[config.mk]
export PLATFORM = sky130hd
export DESIGN_NAME = muldiv_sequencer
export DESIGN_NICKNAME = d
export VERILOG_FILES = /design/src/rtl/muldiv_sequencer.sv
export SDC_FILE = /design/constraint.sdc
export NUM_CORES = 1
export LEC_CHECK = 0
export ABC_AREA = 1
export ABC_CLOCK_PERIOD_IN_PS = 2200
export BUFFER_PORTS_ARGS = -buffer_cell sky130_fd_sc_hd__buf_2
export CORE_MARGIN = 3
export CORE_UTILIZATION = 35
export DETAILED_ROUTE_END_ITERATION = 8
export GPL_TIMING_DRIVEN = 0
export HOLD_SLACK_MARGIN = 0.15
export PLACE_DENSITY = 0.53
export SLEW_MARGIN = 30
export SYNTH_ARGS = -nofsm -noshare
export SYNTH_HDL_FRONTEND = slang
export SYNTH_SLANG_ARGS = --single-unit
[constraint.sdc]
create_clock -name clk -period 2.2 [get_ports clk]
set_input_delay 0.22 -clock clk [delete_from_list [all_inputs] [get_ports clk]]
set_output_delay 0.22 -clock clk [all_outputs]
set_load 0.03 [all_outputs]
[src/rtl/muldiv_sequencer.sv]
// Multi-cycle multiply/divide scheduler beside the EX-stage ALU.
// Runs an iterative shift-add multiply or restoring divide and stalls the pipeline meanwhile.
module muldiv_sequencer #(
    parameter int unsigned WIDTH      = 32,
    parameter int unsigned CTRL_WIDTH = 4
) (
    input  logic                  clk,
    input  logic                  rst_n,
    input  logic                  start,
    input  logic [CTRL_WIDTH-1:0] alu_ctrl,
    input  logic [WIDTH-1:0]      op_a,
    input  logic [WIDTH-1:0]      op_b,
    output logic [WIDTH-1:0]      result,
    output logic [WIDTH-1:0]      remainder,
    output logic                  busy,
    output logic                  done,
    output logic                  div_by_zero,
    output logic                  stall
);

    localparam int unsigned CntW = $clog2(WIDTH);
    localparam logic [CTRL_WIDTH-1:0] CtrlMul = CTRL_WIDTH'(4'b0101);
    localparam logic [CTRL_WIDTH-1:0] CtrlDiv = CTRL_WIDTH'(4'b0111);
    localparam logic [CntW-1:0] CntLast = CntW'(WIDTH - 1);

    typedef enum logic [1:0] {
        StIdle,
        StRun,
        StDone
    } state_e;

    state_e            state_q, state_d;
    logic              busy_q, busy_d;
    logic              done_q, done_d;
    logic              dbz_q, dbz_d;
    logic              op_div_q, op_div_d;
    logic [CntW-1:0]   cnt_q, cnt_d;
    logic [WIDTH-1:0]  result_q, result_d;
    logic [WIDTH-1:0]  remainder_q, remainder_d;
    // a: multiplicand (shifts left) or dividend/quotient; b: multiplier or divisor;
    // acc: product accumulator or partial remainder.
    logic [WIDTH-1:0]  a_q, a_d;
    logic [WIDTH-1:0]  b_q, b_d;
    logic [WIDTH-1:0]  acc_q, acc_d;

    logic              is_mul;
    logic              is_div;
    logic              accept;
    logic [WIDTH-1:0]  mul_acc;
    logic [WIDTH:0]    rem_ext;
    logic              rem_ge;
    logic [WIDTH-1:0]  div_rem;
    logic [WIDTH-1:0]  div_quo;

    always_comb begin
        is_mul = (alu_ctrl == CtrlMul);
        is_div = (alu_ctrl == CtrlDiv);
        accept = start && (state_q == StIdle || state_q == StDone) && (is_mul || is_div);
    end

    // One iteration of each algorithm, evaluated every cycle and used only in StRun.
    always_comb begin
        mul_acc = b_q[0] ? (acc_q + a_q) : acc_q;
        rem_ext = {acc_q, a_q[WIDTH-1]};
        rem_ge  = (rem_ext >= {1'b0, b_q});
        // The difference is below the divisor, so the low WIDTH bits are exact.
        div_rem = rem_ge ? (rem_ext[WIDTH-1:0] - b_q) : rem_ext[WIDTH-1:0];
        div_quo = {a_q[WIDTH-2:0], rem_ge};
    end

    always_comb begin
        state_d     = state_q;
        busy_d      = busy_q;
        done_d      = 1'b0;
        dbz_d       = dbz_q;
        op_div_d    = op_div_q;
        cnt_d       = cnt_q;
        result_d    = result_q;
        remainder_d = remainder_q;
        a_d         = a_q;
        b_d         = b_q;
        acc_d       = acc_q;

        unique case (state_q)
            StIdle, StDone: begin
                if (accept) begin
                    op_div_d = is_div;
                    a_d      = op_a;
                    b_d      = op_b;
                    acc_d    = '0;
                    cnt_d    = '0;
                    dbz_d    = 1'b0;
                    if (is_div && op_b == '0) begin
                        state_d     = StDone;
                        done_d      = 1'b1;
                        dbz_d       = 1'b1;
                        result_d    = '1;
                        remainder_d = op_a;
                    end else begin
                        state_d = StRun;
                        busy_d  = 1'b1;
                    end
                end else begin
                    state_d = StIdle;
                end
            end
            StRun: begin
                cnt_d = cnt_q + CntW'(1);
                if (op_div_q) begin
                    acc_d = div_rem;
                    a_d   = div_quo;
                end else begin
                    acc_d = mul_acc;
                    a_d   = a_q << 1;
                    b_d   = b_q >> 1;
                end
                if (cnt_q == CntLast) begin
                    state_d     = StDone;
                    busy_d      = 1'b0;
                    done_d      = 1'b1;
                    result_d    = op_div_q ? div_quo : mul_acc;
                    remainder_d = op_div_q ? div_rem : '0;
                end
            end
            default: begin
                state_d = StIdle;
                busy_d  = 1'b0;
            end
        endcase
    end

    always_ff @(posedge clk) begin
        if (!rst_n) begin
            state_q     <= StIdle;
            busy_q      <= 1'b0;
            done_q      <= 1'b0;
            dbz_q       <= 1'b0;
            op_div_q    <= 1'b0;
            cnt_q       <= '0;
            result_q    <= '0;
            remainder_q <= '0;
            a_q         <= '0;
            b_q         <= '0;
            acc_q       <= '0;
        end else begin
            state_q     <= state_d;
            busy_q      <= busy_d;
            done_q      <= done_d;
            dbz_q       <= dbz_d;
            op_div_q    <= op_div_d;
            cnt_q       <= cnt_d;
            result_q    <= result_d;
            remainder_q <= remainder_d;
            a_q         <= a_d;
            b_q         <= b_d;
            acc_q       <= acc_d;
        end
    end

    assign result      = result_q;
    assign remainder   = remainder_q;
    assign busy        = busy_q;
    assign done        = done_q;
    assign div_by_zero = dbz_q;
    assign stall       = accept | busy_q;

endmodule
== Yosys cells after proc, flatten, opt, wreduce, memory -nomap -nowiden ==
Index checks and enable logic that the tools add are counted.

* Bits in registers: 171
* Word-level logic and storage cells: 75

* Bitwise operators: 1
* Eq/ne operators: 10
* Multiplexer cells: 35
* Reduce and logical (&&, ||, !) cells: 14
* Order comparisons: 1
* Add/sub/neg operators: 3

{| class="wikitable"
|+ Operator list
! operator !! count
|-
| 2-to-1 mux 32 bit || 15
|-
| case mux 32 bit (2 select lines) || 5
|-
| greater-or-equal comparator 33 x 32 -> 1 bit || 1
|-
| adder 32 bit || 1
|-
| zero test 32 bit || 1
|-
| subtractor 32 bit || 1
|-
| != test 2 bit, second input constant || 5
|-
| case mux 5 bit (2 select lines) || 1
|-
| equality test 4 x 3 -> 1 bit, second input constant || 2
|-
| 2-to-1 mux 1 bit || 7
|-
| 2-to-1 mux 2 bit || 3
|-
| AND reduction 3 bit || 2
|-
| adder 5 x 1 -> 5 bit, second input constant || 1
|-
| equality test 5 bit, second input constant || 1
|-
| 2-to-1 mux 5 bit || 1
|-
| case mux 1 bit (2 select lines) || 2
|-
| case mux 2 bit (2 select lines) || 1
|-
| AND reduction 2 bit || 2
|-
| AND reduction 4 bit || 1
|-
| logical AND 1 bit || 3
|-
| equality test 2 x 1 -> 1 bit, second input constant || 1
|-
| equality test 2 bit, second input constant || 1
|-
| zero test 2 bit || 1
|-
| logical OR 1 bit || 2
|-
| other kinds (3) || 3
|}

== Logic depth before layout (Yosys ltp) ==
Gate-level depths: netlist of run 1.

* Word-level depth: 6
* Gate-level depth with buffers: 18

== Worst setup path after synthesis of run 1 ==
OpenSTA, ideal clock, no wires.

* Kind: register to register
* From: reg b_q[23]
* To: reg acc_q[3]
* Path slack: 0.121 ns
* Data arrival time: 1.947 ns
* Stages on the path, launching flop included: 16
* Library setup time: 0.132 ns
* Cells stage by stage: dfxtp_1 inv_1 ha_1 nand2_1 inv_1 nand2_1 nand2_1 a21oi_2 nor2_1 nor2_4 nand2_8 buf_6 o21ai_2 nand2_1 nand2_1 a21oi_1

* Cells in the longest elaborated chain, start to end: 4

{| class="wikitable"
|+ Ends and longest elaborated chain
! item !! line !! RTL
|-
| start, declared || 43 || <nowiki>logic [WIDTH-1:0] b_q, b_d;</nowiki>
|-
| start signal, assigned || 143 || <nowiki>b_q <= '0;</nowiki>
|-
| start signal, assigned || 155 || <nowiki>b_q <= b_d;</nowiki>
|-
| greater-or-equal comparator 33 x 32 -> 1 bit || 65 || <nowiki>rem_ge = (rem_ext >= {1'b0, b_q});</nowiki>
|-
| 2-to-1 mux 32 bit || 67 || <nowiki>div_rem = rem_ge ? (rem_ext[WIDTH-1:0] - b_q) : rem_ext[WIDTH-1:0];</nowiki>
|-
| 2-to-1 mux 32 bit || 109 || <nowiki>if (op_div_q) begin</nowiki>
|-
| case mux 32 bit (2 select lines) || 84 || <nowiki>unique case (state_q)</nowiki>
|-
| end signal, assigned || 144 || <nowiki>acc_q <= '0;</nowiki>
|-
| end signal, assigned || 156 || <nowiki>acc_q <= acc_d;</nowiki>
|-
| end, declared || 44 || <nowiki>logic [WIDTH-1:0] acc_q, acc_d;</nowiki>
|}

No other way between the ends.
A chain may end at the register's enable or synchronous reset.

== Final worst setup path of run 1 ==
* From: reg b_q[7]
* To: reg acc_q[18]

* Cells in the longest elaborated chain, start to end: 4
* Elaborated cells between the ends (all ways): 5

{| class="wikitable"
|+ Ends and longest elaborated chain
! item !! line
|-
| subtractor 32 bit / greater-or-equal comparator 33 x 32 -> 1 bit (equally long branches) || 67, 65
|-
| 2-to-1 mux 32 bit (*) || 67
|-
| 2-to-1 mux 32 bit (*) || 109
|-
| case mux 32 bit (2 select lines) (*) || 84
|}

Mark *: on every way between the ends. The rest lies on a longest branch, timed or not.

==> flow_metrics.py, run 1 <==
metrics = {
    "outcome": {
        "status": "finished with violations",
        "violations": "setup timing",
    },
    "worst_setup_path": {
        "arrival_ns": 2.80,
        "crit_required_ns": 2.59,
        "critPathKind": "reg -> reg",
        "cp-end-kind": "flip-flop",
        "cp_max_fo": 5,
        "crit_path_start_kind": "flip-flop",
    },
    "power": {
        "p_clk_frac": 0.314,
        "p_leak_nw": 8.57,
        "comb_power_share": 0.353,
        "pwr-share-seq": 0.333,
        "peakVddDrop_v": 0.000619,
        "p_switching_mw": 3.72,
        "switching_share": 0.377,
        "p_int_mw": 6.14,
        "fin_total_pwr_mw": 9.86,
        "power_density_mw_per_mm2": 526,
    },
    "timing": {
        "fin_crit_sh": 1.10,
        "clock.fmax_ghz": 0.415,
        "min_period_ns": 2.41,
        "setup_tns_ns": -6.84,
        "layout_setup_ws_ns": -0.209,
        "rsz0062_at_grt": "yes",
        "slew_headroom": 0.301,
        "final.setup_skew_ns": 0.0184,
        "report.final.slew_viol_count": 0,
        "setup_viol": 65,
        "finalHoldViolCount": 0,
        "worstMarginPinSlew_ns": 1.05,
    },
    "synthesis": {
        "avgSynthCellArea_um2": 5.87,
        "yosysTopAreaCell": "dfxtp_1",
        "ys_ff_latch": 171,
        "synth.most_common_cell": "nand2_1",
        "synth_common_cells": "nand2_1 (693), inv_1 (332), a21oi_1 (203)",
        "synth_fp_nets": 2347,
        "synth_simple_gate_area_frac": 0.344,
        "synth_edf_count": 0,
        "synth_mux_area_frac": 0,
        "synth_top_family_by_area": "simple AND/OR/NAND/NOR gates",
        "synth-compound-area-share": 0.180,
        "synth-async-reset-ratio": 0,
        "synth.distinct_cells": 40,
        "ys_seq_area_frac": 0.264,
        "synth_top_area_share": 0.264,
        "synth_area_mm2": 0.0130,
        "synth-xor-area-share": 0.0169,
        "yosys_warnings": 0,
        "synthCells": 2209,
        "yosys.area_share.adder": 0.0658,
        "synth-main-ff-cell": "dfxtp_1",
        "synth_area_leaders": "dfxtp_1 (26%), nand2_1 (20%), inv_1 (9.6%)",
    },
    "global_route": {
        "grt_pass1_wl_um": 92900,
        "grt-ovfl-total": 0,
        "grt_max_degree": 20,
        "grt_pass1_vias": 15000,
        "grt_usage": 0.317,
        "antenna_found_initial": 0,
    },
    "routing": {
        "ant_nets": 0,
        "viasPerCell": 5.38,
        "vias": 16100,
        "routed_wl_um": 64000,
        "drt_iter0_markers": 1359,
        "firstDrtPassIters": 6,
        "wire_per_inst_um": 21.3,
        "drcViolationCount": 0,
    },
    "cells_and_area": {
        "fillers": 3822,
        "syn_to_final_growth_pct": 44.4,
        "finalInstanceArea_mm2": 0.0187,
        "multiInputGateArea_mm2": 0.00997,
        "seq_area_mm2": 0.00363,
        "final_core_util": 0.519,
        "layout-drive-gt1-share": 0.337,
        "layout.nets": 2662,
        "antennaDiodeCount": 0,
        "instances_no_fill": 2998,
    },
    "clock_network": {
        "htreeDepth": 4,
        "path_clk_slew_ns": 0.07,
        "clock_path_buffers": 2,
        "cts_root_buffer": "clkbuf_16",
        "cts_sinks": 171,
        "cts_tree": "yes",
        "worstSkewPairLatency_ns": 0.48,
        "numCtsBuffers": 17,
    },
    "min_path": {
        "hold_class": "in -> reg",
    },
    "floorplan": {
        "start_util": 0.360,
        "die_h_um": 199,
        "die-area_mm2": 0.0394,
        "rows": 69,
        "die_w_um": 199,
        "fp.coreArea_mm2": 0.0361,
        "design.portCount": 139,
    },
    "place": {
        "place_area_mm2": 0.0142,
        "place.gp.congestion": 0.989,
        "portBuffers": 138,
        "place_hpwl_um": 49200,
        "dpl.cell_count": 2808,
    },
    "flow_run": {
        "cap_violations": 0,
    },
}
-- stage by stage --
stage	setup WS, ns	hold WS [ns]
floorplan	0.121	0.365
global placement	-0.797	0.449
detailed placement	-0.780	0.462
CTS	-0.183	0.152
global route	-0.266	0.175
finish	-0.209	0.142
-- per-layer routing --
| layer | global-route usage | wire, um | vias up |
|---|---|---|---|
| met3 | 0.0552 | 4780 | 116 |
| met1 | 0.449 | 29400 | 7691 |
| met2 | 0.484 | 27600 | 632 |
| met5 | 0 | 0 | - |
| met4 | 0.114 | 2180 | 0 |
| li1 | - | - | 7702 |
-- registers in the layout, summed over array words and instances, names as in the netlist, 2 cells and up --
register / cells
a_q: 32
acc_q: 32
b_q: 32
cnt_q: 5
remainder: 32
result: 32
state_q: 2
-- critical path, cell delays in order, from the launching register on --
cell and delay [ns]:
dfxtp_2 0.36, inv_2 0.05, ha_4 0.29, nand2_2 0.09, nor2_4 0.18, nand3_1 0.08, nand3b_1 0.22, nand2_2 0.12
nor2_4 0.06, nand2_8 0.10, buf_12 0.11, inv_8 0.04, buf_8 0.13, nand2_2 0.05, nand4_1 0.25, a21oi_1 0.20
-- final timing paths --
kind | slack [ns] | startpoint | endpoint | cells past startpoint
worst max-delay path | -0.21 | b_q[7] | acc_q[18] | 15
worst min-delay path | 0.14 | op_a[26] | a_q[26] | 5
worst max register to register | -0.21 | b_q[7] | acc_q[18] | 15
worst min register to register | 0.48 | cnt_q[4] | cnt_q[4] | 2
-- what timing repair did --
action / 4_1_cts / 5_1_grt
hold endpoints to repair: 43 / 0
hold buffers: 42 / 0
cloned: 4 / 0
endpoints found under the setup margin: 161 / 150
pin swaps: 95 / 81
gates resized for setup: 450 / 264
setup buffers: 80 / 35
-- power by group through the flow --
stage,sequential [mW],combinational (mW),clock (mW)
6_report,3.28,3.48,3.10
5_1_grt,3.29,3.70,3.21
4_1_cts,3.27,3.18,3.09
3_5_place_dp,3.37,2.26,0
3_3_place_gp,3.37,2.25,0
2_1_floorplan,3.43,1.42,0
-- cell families (layout without fill, tap and decap cells) --
kind of cell,Yosys count,after routing
buf+inv,434,762
simple gates,1079,1079
compound gates,433,433
flops,171,171
fa+ha+maj,67,67
xor+xnor,25,25
-- cells in the final DEF, fill, tap and decap left out, types with 8 or more instances in the layout --
master         instances
nand3_2               21
nand3_1               79
nand2_4               40
inv_1                295
dfxtp_2               45
nor2_4                18
buf_12                 8
clkbuf_1              40
nand2_2              115
o21ai_0              122
xnor2_1               19
a21oi_2               50
dlygate4sd3_1         42
clkbuf_16             17
a22oi_1               11
o21ai_2               16
inv_2                 38
a21oi_1              149
nand4_1               27
nor2_1               150
dfxtp_4               41
dfxtp_1               85
ha_4                  54
clkbuf_2              16
a31oi_1               55
buf_6                 10
nand2_1              554
nand3_4               15
buf_2                149
nor2_2                23
buf_4                104
-- layout make-up --
| class | count | area share |
|---|---|---|
| plain buffers | 90 | 0.0281 |
| clock buffers | 22 | 0.0259 |
| clock inverters | 10 | 0.00428 |
| inverters | 342 | 0.0699 |
| multi-input cells | 1604 | 0.532 |
| flip-flops and latches | 171 | 0.194 |
| well taps | 461 | 0.0308 |
| repair buffers | 298 | 0.115 |
(Power assumes the default switching activity.)
==> run 2: changes to the inputs <==
--- a/config.mk
+++ b/config.mk
@@ -14,7 +14,7 @@
 export GPL_TIMING_DRIVEN = 0
 export HOLD_SLACK_MARGIN = 0.15
 export PLACE_DENSITY = 0.53
-export SLEW_MARGIN = 30
+export SKIP_LAST_GASP = 1
 export SYNTH_ARGS = -nofsm -noshare
 export SYNTH_HDL_FRONTEND = slang
 export SYNTH_SLANG_ARGS = --single-unit
==> flow_metrics.py, run 2 (synthesis gave the netlist of run 1 again) <==
metrics = {
    "global_route": {
        "grt_max_degree": 20,
        "grt_pass1_vias": 15000,
        "grt-ovfl-total": 0,
        "grt_pass1_wl_um": 92800,
        "grt_usage": 0.317,
        "antenna_found_initial": 0,
    },
    "power": {
        "power_density_mw_per_mm2": 527,
        "p_leak_nw": 8.64,
        "fin_total_pwr_mw": 9.88,
        "peakVddDrop_v": 0.000619,
    },
    "cells_and_area": {
        "fillers": 3804,
        "layout-drive-gt1-share": 0.334,
        "final_common_cell": "nand2_1",
        "instances_no_fill": 3000,
        "layout.nets": 2664,
        "seq_area_mm2": 0.00363,
        "antennaDiodeCount": 0,
        "layout_common_cells": "nand2_1 (556), inv_1 (295), a21oi_1 (157)",
        "multiInputGateArea_mm2": 0.00998,
        "syn_to_final_growth_pct": 44.5,
    },
    "flow_run": {
        "cap_violations": 0,
    },
    "routing": {
        "vias": 16100,
        "firstDrtPassIters": 5,
        "top_layer_used": "met4",
        "routed-wl-met3_um": 4940,
        "wl_met2_um": 27800,
        "routed_wl_um": 64000,
        "drcViolationCount": 0,
        "drt_iter0_markers": 1451,
        "met1_length_um": 29200,
        "viasPerCell": 5.37,
        "wire_per_inst_um": 21.3,
        "ant_nets": 0,
    },
    "timing": {
        "setup_tns_ns": -6.22,
        "fin_crit_sh": 1.09,
        "rsz0062_at_grt": "yes",
        "min_period_ns": 2.40,
        "setup_viol": 63,
        "clock.fmax_ghz": 0.416,
        "finalHoldViolCount": 0,
        "layout_setup_ws_ns": -0.203,
        "report.final.slew_viol_count": 0,
        "final.setup_skew_ns": 0.0188,
        "slew_headroom": 0.303,
        "worstMarginPinSlew_ns": 1.05,
        "hold_ws_ns": 0.146,
    },
    "worst_setup_path": {
        "cpMostUsedCell": "nor2_4",
        "crit_path_start_kind": "flip-flop",
        "cp_max_fo": 5,
        "cp-end-kind": "flip-flop",
        "arrival_ns": 2.80,
        "critPathKind": "reg -> reg",
        "crit_required_ns": 2.60,
        "crit_path_cell_trace": "ha_4 -> nand2_4 -> nor2_2 -> buf_4 -> a21oi_4 -> nor2_4 -> nor2_4 -> nand2_8 -> buf_6 -> buf_8 -> nand3_1 -> nand4_1 -> a21oi_1",
        "max_stage_delay_ns": 0.39,
        "cp_slowest_cell": "dfxtp_4",
    },
    "place": {
        "dpl.cell_count": 2808,
        "place_hpwl_um": 49200,
        "place.gp.congestion": 0.989,
        "portBuffers": 138,
    },
    "floorplan": {
        "die_h_um": 199,
        "die_w_um": 199,
        "start_util": 0.360,
        "fp.coreArea_mm2": 0.0361,
        "die-area_mm2": 0.0394,
        "design.portCount": 139,
        "rows": 69,
    },
    "clock_network": {
        "worstSkewPairLatency_ns": 0.48,
        "cts_root_buffer": "clkbuf_16",
        "clock_path_buffers": 2,
        "path_clk_slew_ns": 0.09,
        "cts_sinks": 171,
        "numCtsBuffers": 17,
        "htreeDepth": 4,
        "cts_tree": "yes",
    },
    "outcome": {
        "violations": "setup timing",
        "status": "finished with violations",
    },
    "min_path": {
        "hold_class": "in -> reg",
    },
}
run 2: report_power, final:
part / internal (mW) / switching (mW) / leakage, nW
sequential: 3.17 / 0.109 / 1.44
clock: 1.58 / 1.51 / 0.270
combinational: 1.40 / 2.11 / 6.93
total: 6.15 / 3.73 / 8.64
run 2: worst paths after layout:
| check | startpoint | to | slack [ns] | depth (start not counted) |
|---|---|---|---|---|
| worst max-delay path | acc_q[21] | acc_q[21] | -0.20 | 13 |
| worst min-delay path | op_a[26] | a_q[26] | 0.15 | 5 |
| worst max register to register | acc_q[21] | acc_q[21] | -0.20 | 13 |
| worst min register to register | cnt_q[4] | cnt_q[4] | 0.48 | 2 |
run 2: timing repair:
item                       4_1_cts  5_1_grt
resized for setup              444      267
pin swaps                       92       90
hold buffers                    42        0
buffers inserted                80       38
gates cloned                     4        0
setup endpoints to repair      161      154
hold endpoints to repair        43        0
run 2: critical path, delay by kind of cell (launching register included):
| kind | cells | cell delay [ns] |
|---|---|---|
| compound gates | 2 | 0.40 |
| fa+ha+maj | 1 | 0.28 |
| buf+inv | 3 | 0.41 |
| simple gates | 7 | 0.83 |
| flops | 1 | 0.39 |
run 2: final cells by class:
cell class                 count  area share
buffer                        90      0.0278
clock buffer                  22      0.0258
clock inverter                10     0.00427
inverter                     342      0.0698
multi-input combinational   1604       0.532
sequential                   171       0.194
tap                          461      0.0308
timing repair buffer         300       0.116
run 2: layer usage:
metal | up-vias | track usage
li1 | 7701 | -
met1 | 7630 | 0.448
met2 | 665 | 0.484
met3 | 103 | 0.0554
met4 | 0 | 0.112
met5 | - | 0
run 2: through the flow:
stage	util	setup WS [ns]	area (um^2)
after floorplan	-	0.121	13000
after global placement	0.395	-0.797	14200
after detailed placement	0.395	-0.780	14200
after CTS	0.485	-0.183	17500
after global routing	0.520	-0.275	18800
final	0.520	-0.203	18800
==> run 3: changes to the inputs <==
--- a/config.mk
+++ b/config.mk
@@ -8,12 +8,12 @@
 export ABC_AREA = 1
 export ABC_CLOCK_PERIOD_IN_PS = 2200
 export BUFFER_PORTS_ARGS = -buffer_cell sky130_fd_sc_hd__buf_2
-export CORE_MARGIN = 3
-export CORE_UTILIZATION = 35
+export CORE_MARGIN = 8
+export CORE_UTILIZATION = 40
 export DETAILED_ROUTE_END_ITERATION = 8
 export GPL_TIMING_DRIVEN = 0
 export HOLD_SLACK_MARGIN = 0.15
-export PLACE_DENSITY = 0.53
+export PLACE_DENSITY = 0.59
 export SKIP_LAST_GASP = 1
 export SYNTH_ARGS = -nofsm -noshare
 export SYNTH_HDL_FRONTEND = slang
==> flow_metrics.py, run 3 (synthesis gave the netlist of run 1 again) <==
metrics = {
    "outcome": {
        "status": "finished with violations",
        "violations": "setup timing",
    },
    "routing": {
        "viasPerCell": 5.52,
        "vias": 16300,
        "firstDrtPassIters": 7,
        "ant_nets": 0,
        "routed_wl_um": 62000,
        "wire_per_inst_um": 21.0,
        "drcViolationCount": 0,
        "drt_iter0_markers": 1556,
    },
    "worst_setup_path": {
        "reg2reg_to": "acc_q[3]",
        "critPathCapture": "acc_q[3]",
        "ff2ff_path_depth": 15,
        "cp_num_buf_inv": 3,
        "r2r_start": "acc_q[19]",
        "cp_slowest_cell": "dfxtp_4",
        "crit_start": "acc_q[19]",
        "crit_required_ns": 2.51,
        "max_stage_delay_ns": 0.39,
        "cp_max_fo": 8,
        "cpMostUsedCell": "nand2_1",
        "path_depth": 15,
        "crit_path_cell_trace": "ha_4 -> nand2_1 -> nand2_1 -> inv_1 -> nand2_2 -> a21oi_4 -> nor2_4 -> nor2_4 -> nand2_8 -> buf_12 -> buf_6 -> o21ai_4 -> nand2_1 -> nand2_1 -> a21oi_2",
        "crit_path_start_kind": "flip-flop",
        "critPathKind": "reg -> reg",
        "reg2reg_slack_ns": -0.22,
        "arrival_ns": 2.74,
        "worst_path_dominant_cell_family": "simple AND/OR/NAND/NOR gates",
        "cp-end-kind": "flip-flop",
    },
    "global_route": {
        "grt_pass1_wl_um": 90600,
        "grt-ovfl-total": 0,
        "antenna_found_initial": 1,
        "grt_max_degree": 20,
        "grt_usage": 0.309,
        "grt_pass1_vias": 15000,
    },
    "timing": {
        "clock.fmax_ghz": 0.413,
        "rsz0062_at_grt": "yes",
        "report.final.slew_viol_count": 0,
        "setup_viol": 64,
        "worstMarginPinSlew_ns": 1.04,
        "min_period_ns": 2.42,
        "setup_tns_ns": -7.76,
        "finalHoldViolCount": 0,
        "final.setup_skew_ns": 0.0213,
        "layout_setup_ws_ns": -0.224,
        "slew_headroom": 0.308,
        "fin_crit_sh": 1.10,
    },
    "clock_network": {
        "cts_tree": "yes",
        "path_clk_slew_ns": 0.08,
        "cts_root_buffer": "clkbuf_16",
        "worstSkewPairLatency_ns": 0.47,
        "clock_path_buffers": 2,
        "numCtsBuffers": 17,
        "htreeDepth": 4,
        "cts_sinks": 171,
    },
    "floorplan": {
        "die-area_mm2": 0.0385,
        "die_h_um": 196,
        "design.portCount": 139,
        "fp.coreArea_mm2": 0.0322,
        "die_w_um": 196,
        "start_util": 0.403,
        "rows": 66,
    },
    "power": {
        "p_leak_nw": 8.70,
        "power_density_mw_per_mm2": 542,
        "fin_total_pwr_mw": 10.2,
        "peakVddDrop_v": 0.000585,
    },
    "flow_run": {
        "cap_violations": 0,
    },
    "place": {
        "portBuffers": 138,
        "place_hpwl_um": 47500,
        "place.gp.congestion": 1.04,
    },
    "cells_and_area": {
        "layout.nets": 2663,
        "final_common_cell": "nand2_1",
        "layout_common_cells": "nand2_1 (552), inv_1 (296), a21oi_1 (158)",
        "syn_to_final_growth_pct": 45.0,
        "antennaDiodeCount": 0,
        "layout-drive-gt1-share": 0.331,
    },
    "min_path": {
        "hold_class": "in -> reg",
    },
}
==> run 3: cell types whose count changed in the layout (fill, tap and decap cells not counted), moves of 4 or more <==
cell	change
o21ai_2	-12
clkbuf_8	-4
nand2_1	-4
o21ai_0	+4
o21ai_4	+8
clkinv_8	+5
dlygate4sd3_1	+5
nand2_2	+4
==> run 3: how the worst min path moves through the flow <==
stage                     cells past startpoint   startpoint       endpoint  slack [ns]
after floorplan                               2  alu_ctrl[1]       op_div_q        0.36
after global placement                        2     cnt_q[3]       cnt_q[3]        0.45
after detailed placement                      2     cnt_q[4]       cnt_q[4]        0.46
after CTS                                     5     op_a[10]  remainder[10]        0.15
after global routing                          5     op_a[14]        a_q[14]        0.18
final                                         5     op_a[10]  remainder[10]        0.16
==> run 3: report_power, final <==
group	internal (mW)	leakage, nW	switching (mW)
clock	1.66	0.305	1.66
combinational	1.39	6.96	2.20
sequential	3.17	1.44	0.105
total	6.22	8.70	3.97
==> run 3: per-stage QoR <==
step	utilization	instances	setup slack, ns	instance area (um^2)	hold slack, ns
final	0.584	2946	-0.224	18800	0.161
after global routing	0.584	2946	-0.305	18800	0.177
after detailed placement	0.440	2755	-0.746	14200	0.460
after CTS	0.540	2896	-0.211	17400	0.151
after floorplan	-	2209	0.121	13000	0.365
after global placement	0.440	2755	-0.708	14200	0.453
==> run 3: cell type report <==
type	instances	area, um^2
repair buffers	299	2120
well taps	408	510
flip-flops and latches	171	3630
clock buffers	17	425
clock inverters	15	201
multi-input cells	1605	10100
fillers	3138	13400
plain buffers	89	503
inverters	342	1320
==> run 3: worst reg2reg max path, stage by stage, from the launching register on <==
cell and delay [ns]:
dfxtp_4 0.39, ha_4 0.28, nand2_1 0.07, nand2_1 0.06
inv_1 0.07, nand2_2 0.07, a21oi_4 0.18, nor2_4 0.05
nor2_4 0.27, nand2_8 0.13, buf_12 0.18, buf_6 0.13
o21ai_4 0.18, nand2_1 0.07, nand2_1 0.09, a21oi_2 0.05
==> run 3: timing repair <==
item	CTS	global route
setup endpoints to repair	161	163
buffers inserted	61	53
resized for setup	417	302
hold buffers	47	0
endpoints found under the hold margin	49	0
cloned	4	1
pin swaps	95	95
==> run 3: metal layers <==
metal,GRT usage,up-vias,part of all wire
met5,0,-,0
met4,0.121,0,0.042
met3,0.0670,143,0.098
met2,0.477,809,0.43
met1,0.414,7592,0.43
li1,-,7708,-
